**src/rtl/uart_receiver.sv**
```systemverilog
// UART receiver: 16x oversampled, 7/8 data bits, optional parity, 1/2 stop bits.
// Define UART_RX_MAJORITY_EN for 2-of-3 majority voting on ticks 7, 8 and 9 of each bit.
module uart_receiver #(
  parameter int DIV0 = 326,
  parameter int DIV1 = 163,
  parameter int DIV2 = 54,
  parameter int DIV3 = 27
) (
  input  logic       clk,
  input  logic       rst,
  input  logic       en,
  input  logic       rxd,
  input  logic       dnum,
  input  logic       snum,
  input  logic [1:0] par,
  input  logic [1:0] bd_rate,
  output logic [7:0] data,
  output logic       valid,
  output logic       parity_err,
  output logic       frame_err,
  output logic       busy
);

  typedef enum logic [2:0] {
    IDLE,
    START,
    DATA,
    PARITY,
    STOP
  } state_t;

  localparam int CW = 16;

  // Tick on which a bit is decided: START counts from the falling edge,
  // later bits count 16 ticks from the previous decision.
`ifdef UART_RX_MAJORITY_EN
  localparam logic [4:0] START_LAST = 5'd9;
`else
  localparam logic [4:0] START_LAST = 5'd8;
`endif
  localparam logic [4:0] BIT_LAST = 5'd16;

  state_t state, state_nxt;

  logic          rx_meta, rx_s;
  logic [CW-1:0] div_sel, div_l, div_cnt;
  logic [4:0]    tick_cnt, tick_nxt, last_tick;
  logic [2:0]    bit_cnt;
  logic [7:0]    shreg, d_final;
  logic          dnum_l, snum_l;
  logic [1:0]    par_l;
  logic          pbit, stop_err;
  logic          tick, decide, bit_val;
  logic          par_en, last_data, last_stop;
  logic          start_go, frame_done, perr_calc;

  // Two-flop synchronizer; idles high so reset does not look like a start bit.
  always_ff @(posedge clk or posedge rst) begin
    if (rst) begin
      rx_meta <= 1'b1;
      rx_s    <= 1'b1;
    end else begin
      // NOTE: non-blocking assignments let each flop sample the pre-edge value of its source.
      rx_meta <= rxd;
      rx_s    <= rx_meta;
    end
  end

  always_comb begin
    case (bd_rate)
      2'b00:   div_sel = CW'(DIV0);
      2'b01:   div_sel = CW'(DIV1);
      2'b10:   div_sel = CW'(DIV2);
      default: div_sel = CW'(DIV3);
    endcase
  end

  assign tick      = en && (state != IDLE) && (div_cnt == div_l - CW'(1));
  assign tick_nxt  = tick_cnt + 5'd1;
  assign last_tick = (state == START) ? START_LAST : BIT_LAST;
  assign decide    = tick && (tick_nxt == last_tick);

`ifdef UART_RX_MAJORITY_EN
  logic vote_a, vote_b;

  always_ff @(posedge clk or posedge rst) begin
    if (rst) begin
      vote_a <= 1'b1;
      vote_b <= 1'b1;
    end else if (tick) begin
      if (tick_nxt == last_tick - 5'd2) vote_a <= rx_s;
      if (tick_nxt == last_tick - 5'd1) vote_b <= rx_s;
    end
  end

  assign bit_val = (vote_a & vote_b) | (vote_a & rx_s) | (vote_b & rx_s);
`else
  assign bit_val = rx_s;
`endif

  assign par_en     = (par_l == 2'b01) || (par_l == 2'b10);
  assign last_data  = (bit_cnt == (dnum_l ? 3'd7 : 3'd6));
  assign last_stop  = !snum_l || bit_cnt[0];
  assign start_go   = (state == IDLE) && en && !rx_s;
  assign frame_done = (state == STOP) && decide && last_stop;

  // In 7-bit mode the first bit has only been shifted down to position 1.
  assign d_final = dnum_l ? shreg : {1'b0, shreg[7:1]};

  always_comb begin
    case (par_l)
      2'b01:   perr_calc = pbit ^ (^d_final);
      2'b10:   perr_calc = pbit ^ ~(^d_final);
      default: perr_calc = 1'b0;
    endcase
  end

  always_ff @(posedge clk or posedge rst) begin
    if (rst) state <= IDLE;
    else     state <= state_nxt;
  end

  always_comb begin
    // NOTE: assigning a default first keeps every path covered, so no latch is inferred.
    state_nxt = state;
    case (state)
      IDLE:   if (start_go) state_nxt = START;
      START:  if (decide) state_nxt = bit_val ? IDLE : DATA;
      DATA:   if (decide && last_data) state_nxt = par_en ? PARITY : STOP;
      PARITY: if (decide) state_nxt = STOP;
      STOP:   if (decide && last_stop) state_nxt = IDLE;
      default: state_nxt = IDLE;
    endcase
    if (!en) state_nxt = IDLE;
  end

  // Frame configuration is captured at the start edge and held for the frame.
  always_ff @(posedge clk or posedge rst) begin
    if (rst) begin
      div_l  <= CW'(DIV0);
      dnum_l <= 1'b1;
      snum_l <= 1'b0;
      par_l  <= 2'b00;
    end else if (start_go) begin
      div_l  <= div_sel;
      dnum_l <= dnum;
      snum_l <= snum;
      par_l  <= par;
    end
  end

  always_ff @(posedge clk or posedge rst) begin
    if (rst) begin
      div_cnt  <= '0;
      tick_cnt <= '0;
      bit_cnt  <= '0;
      shreg    <= '0;
      pbit     <= 1'b0;
      stop_err <= 1'b0;
    end else if (state == IDLE || !en) begin
      div_cnt  <= '0;
      tick_cnt <= '0;
      bit_cnt  <= '0;
      stop_err <= 1'b0;
    end else begin
      div_cnt <= tick ? '0 : div_cnt + CW'(1);
      if (tick) tick_cnt <= decide ? 5'd0 : tick_nxt;
      if (decide) begin
        case (state)
          START: bit_cnt <= '0;
          DATA: begin
            shreg   <= {bit_val, shreg[7:1]};
            bit_cnt <= last_data ? 3'd0 : bit_cnt + 3'd1;
          end
          PARITY: pbit <= bit_val;
          STOP: begin
            stop_err <= stop_err | !bit_val;
            bit_cnt  <= bit_cnt + 3'd1;
          end
          default: ;
        endcase
      end
    end
  end

  // Outputs change only on a completed frame and otherwise hold.
  always_ff @(posedge clk or posedge rst) begin
    if (rst) begin
      data       <= 8'h00;
      valid      <= 1'b0;
      parity_err <= 1'b0;
      frame_err  <= 1'b0;
    end else begin
      valid <= frame_done;
      if (frame_done) begin
        data       <= d_final;
        parity_err <= perr_calc;
        frame_err  <= stop_err | !bit_val;
      end
    end
  end

  assign busy = (state != IDLE);

endmodule
```
**config.mk**
```make
export PLATFORM = sky130hd
export DESIGN_NAME = uart_receiver
export DESIGN_NICKNAME = d
export VERILOG_FILES = /design/src/rtl/uart_receiver.sv
export SDC_FILE = /design/constraint.sdc
export NUM_CORES = 1
export LEC_CHECK = 0
export ABC_AREA = 0
export BUFFER_PORTS_ARGS = -buffer_cell sky130_fd_sc_hd__buf_4
export CORE_AREA = 10 10 102 126
export DETAILED_ROUTE_END_ITERATION = 8
export DIE_AREA = 0 0 112 136
export GPL_TIMING_DRIVEN = 0
export PLACE_DENSITY = 0.56
export SLEW_MARGIN = 10
export SYNTH_ARGS = -nofsm -noshare
export SYNTH_HDL_FRONTEND = slang
export SYNTH_SLANG_ARGS = --single-unit
```
**constraint.sdc**
```tcl
create_clock -name clk -period 5.92 [get_ports clk]
set_clock_uncertainty 0.2 [all_clocks]
set_input_delay 1.184 -clock clk [delete_from_list [all_inputs] [get_ports clk]]
set_output_delay 1.184 -clock clk [all_outputs]
set_load 0.1 [all_outputs]
```
# Word level (Yosys, flattened, before mapping)
# Index checks and enable logic that the tools add are counted.
# classes
addsub	4
multipliers	0
div_mod_pow	0
order_cmp	0
n_eq_ne	16
n_shift	0
mux	26
bitwise	5
n_reduce_logical	28
# ops
operator	count
$mux W16	2
$mux W3	10
$pmux W9 S3	1
$mux W5	4
$add A16 B1 Y16 const B	1
$eq A16 B16 Y1	1
$sub A16 B1 Y16 const B	1
$pmux W3 S5	1
$ne A3 B3 Y1 const B	4
$logic_and A1 B1 Y1	9
$pmux W3 S3	1
$mux W8	1
$reduce_xor A8 Y1	1
$eq A3 B2 Y1 const B	2
$reduce_and A3 Y1	2
$reduce_bool A2 Y1	3
$add A5 B1 Y5 const B	1
$eq A5 B5 Y1	1
$reduce_and A5 Y1	1
$eq A2 B1 Y1 const B	2
$eq A2 B2 Y1 const B	2
$mux W1	4
$reduce_and A2 Y1	2
$reduce_bool A4 Y1	1
15 further kinds	21
# word_totals
regBits	70
latch_bits	0
ramBits	0
rom_bits	0
input_bits	10
out_inout_bits	12
elab_cells	96
n_memories	0

# Longest topological paths before layout
# depth
word_depth	8
mapped_depth	9
depth_no_buf	8

# Least setup slack after synthesis
# OpenSTA, ideal clock, no wires.
# synth_timing
kind	input -> register
startpoint	input en
endpoint	register pbit
setup_time_ns	0.125
t_arrival_ns	2.571
t_required_ns	5.595
slack_ns	3.025
cell_stages	7
path_buffers	1
cell_sequence	o31a_2 clkbuf_8 nand3_1 a211o_2 a21oi_4 and3_2 mux2_2
# synth_via
elab_chain_len	4
word_cells_on_any_way	7
classes_between	1 x bitwise; 6 x reduce/logical
# synth_rtl
element	line_no	rtl
start, declared	11	input logic en,
$logic_and A1 B1 Y1 / $logic_not A1 Y1 (equally long branches)	78, 160	
$logic_and A1 B1 Y1 / $logic_or A1 B1 Y1 (equally long branches)	78, 160	
$logic_and A1 B1 Y1 / $not A1 Y1 (equally long branches)	n/a	
$reduce_and A3 Y1 (no source line) (*)	n/a	
end signal, assigned	175	PARITY: pbit <= bit_val;
end, declared	52	logic pbit, stop_err;
# Every way passes the cells marked *; elsewhere a longest branch is shown, timed or not.
# A chain may end at the register's enable or synchronous reset.

# Final worst setup path
# layout_timing
startpoint	register state[2]
endpoint	output busy
# layout_via
elab_chain_len	1
# layout_rtl
element	line_no	rtl
start, declared	43	state_t state, state_nxt;
start signal, assigned	120	else state <= state_nxt;
$reduce_bool A3 Y1	203	assign busy = (state != IDLE);
end, declared	21	output logic busy
# No other way between the ends.

==> flow_summary.toml <==
[yosys]
synth_top_area_share_pct = 43.0
yosysUniqueCellTypes = 59
syn_nets = 330
synthFlopType = "dfrtp_1"
synth_area_mm2 = 0.00326
netlist_top_cells_area = "dfrtp_1 43%, xnor2_1 5.9%, mux2_2 5.5%"
synth_cells = 311
yosysSeqAreaShare_pct = 47.0
ys_warn_count = 0
synth_top_area_cell = "dfrtp_1"
synthArstFlopShare_pct = 100
synth_edf_count = 0
avgSynthCellArea_um2 = 10.5
ys_seq_elements = 61

[sta]
maxSlewViolCount = 0
hold_viol_final = 0
rsz0062_at_grt = "no"
relSlewSlack_pct = 49.0
post-route-period-util_pct = 50.2
min_period_ns = 2.97
whs_ns = 0.159
tightest_slew_ns = 0.765
fin_ws_ns = 2.95
finalSetupViolations = 0
setup_tns_ns = 0
clock.fmax_mhz = 336

[route]
drt_first_pass_iters = 4
drc = 0
avgRoutedWirePerCell_um = 14.0
vias = 2281
drt_iter0_drc = 146
vias_per_cell = 4.75
wirelength_um = 6720
antenna_left = 0

[pwr]
p_leak_nw = 1.75
power.internal_mw = 0.838
powerDensity_mw_per_mm2 = 292
p_clk_share_pct = 43.5
ir_drop_mv = 0.154
p_seq_share_pct = 41.3
swShare_pct = 25.8
p_sw_mw = 0.292
finalPower_mw = 1.13
combPwrFrac_pct = 15.2

[job]
max_cap_violations = 0

[clocking]
root_buffer = "clkbuf_16"
cts_tree = "done"
cts_hold_buf = 0
cts_resized = 0
post_cts_buffers = 0
clock-sinks = 61
numCtsBuffers = 9
clk_latency_ns = 0.33
clk_pin_slew_ns = 0.05
htree_num_levels = 3
cts_buffer_depth = 2

[setup_path]
r2r-end = "pbit$_DFFE_PP0P_"
crit_path_end = "busy"
critical_path_class = "reg2out"
arrival_ns = 1.59
startpoint_type = "flip-flop"
cp_data_required_time_ns = 4.54
reg2reg_from = "div_cnt[10]$_DFF_PP0_"
r2r_setup_slack_ns = 3.13
worstSetupStartpoint = "state[2]$_DFFE_PP0P_"
crit_fanout = 10
rr_worst_depth = 7
end_kind = "output port"

[global_route]
gr-usage-all-layers_pct = 9.09
grt-ovfl-total = 0
grt_pass1_vias = 2379
grt_max_degree = 62
antenna_found_initial = 0
grt_pass1_wl_um = 11300

[layout]
final_layout_size_suffix_gt1_share_pct = 22.7
regArea_mm2 = 0.00153
nets = 362
syn_to_final_growth_pct = 18.6
antennaDiodeCount = 0
fin_area_mm2 = 0.00387
layout_common_cells = "56 x dfrtp_1, 33 x nand2_1, 24 x nor2_1"
multi_input_area_mm2 = 0.00161
nFillCells = 1037
final_common_cell = "dfrtp_1"

[placement]
post-place-ws_ns = 2.72
placed_cell_area_mm2 = 0.00359
dp_hpwl_um = 4710
globalplace.congestion = 0.800
port_buffers = 21

[run_status]
status = "complete, no violations"

[hold_path]
hold_path_class = "reg2reg"

[floorplan]
fp.dieW_um = 112
die_height_um = 136
initial_core_util_pct = 31.2
num_rows = 42
ios = 22
core_area_mm2 = 0.0105
fp.dieArea_mm2 = 0.0152
power by group through the flow:
stage | Sequential [mW] | Clock [mW] | Combinational (mW)
after global routing | 0.470 | 0.524 | 0.191
after global placement | 0.473 | 0 | 0.171
final | 0.467 | 0.491 | 0.172
after floorplan | 0.467 | 0 | 0.136
after CTS | 0.467 | 0.506 | 0.174
after detailed placement | 0.474 | 0 | 0.173
critical path, stage by stage, from the launching register on:
cell and delay, ns:
dfrtp_1 0.37, buf_6 0.14, or3_2 0.50, buf_4 0.25
cell type report:
| type | count | share of cell area, % |
|---|---|---|
| Buffer | 13 | 2.26 |
| Clock buffer | 15 | 7.18 |
| Clock inverter | 1 | 0.129 |
| Inverter | 8 | 0.841 |
| Multi-Input combinational cell | 229 | 41.6 |
| Sequential cell | 61 | 39.6 |
| Tap cell | 132 | 4.27 |
| Timing Repair Buffer | 21 | 4.07 |
metrics by stage:
stage / utilization [%] / std cells
2_1_floorplan: - / 311
3_3_place_gp: 34.3 / 464
3_5_place_dp: 34.3 / 464
4_1_cts: 37.0 / 480
5_1_grt: 37.0 / 480
6_report: 37.0 / 480
layer usage:
layer  part of all wire, %  GRT usage [%]  up-vias
met5                     0              0        -
met4                   2.6           6.50        0
met3                   2.4           2.16       11
met2                    47           14.7       20
met1                    48           10.4     1096
li1                      -              -     1154
sequential cells by signal, summed over array words and instances (netlist names), 2 cells and up:
register,count
div_l,7
tick_cnt,5
par_l,2
shreg,8
state,3
div_cnt,16
bit_cnt,3
data,8
cell usage after synthesis (all sizes together) (2+ instances only):
library cell / number
and4: 2
nor3: 9
a21oi: 6
inv: 8
or3: 4
dfrtp: 56
nor2: 24
nand3b: 2
buf: 4
nor3b: 5
nand3: 12
clkbuf: 8
mux2: 17
or3b: 2
dfstp: 5
and3b: 3
a22o: 2
nand2: 33
o211ai: 2
mux2i: 11
ha: 9
nor4: 2
xnor2: 22
xor2: 9
a211o: 2
nand4: 4
and3: 9
o21ai: 17
a21bo: 2
a211oi: 3
a21o: 4
logic make-up after synthesis:
| group | after synthesis | synth area share (%) |
|---|---|---|
| AND/OR/NAND/NOR | 117 | 19.0 |
| flip-flops | 61 | 47.0 |
| AO/OA/AOI/OAI | 44 | 9.28 |
| XOR/XNOR | 31 | 8.32 |
| multiplexers | 28 | 9.36 |
| buffers and inverters | 21 | 3.61 |
| adder cells (fa/ha/maj) | 9 | 3.45 |
how the worst min path moves through the flow:
stage          cells after the start                 to         startpoint
6_report                           0  bit_val$_DFF_PP1_  rx_meta$_DFF_PP1_
2_1_floorplan                      0  bit_val$_DFF_PP1_  rx_meta$_DFF_PP1_
4_1_cts                            0  bit_val$_DFF_PP1_  rx_meta$_DFF_PP1_
5_1_grt                            0  bit_val$_DFF_PP1_  rx_meta$_DFF_PP1_
3_5_place_dp                       0  bit_val$_DFF_PP1_  rx_meta$_DFF_PP1_
3_3_place_gp                       0  bit_val$_DFF_PP1_  rx_meta$_DFF_PP1_
(Power assumes the default switching activity.)
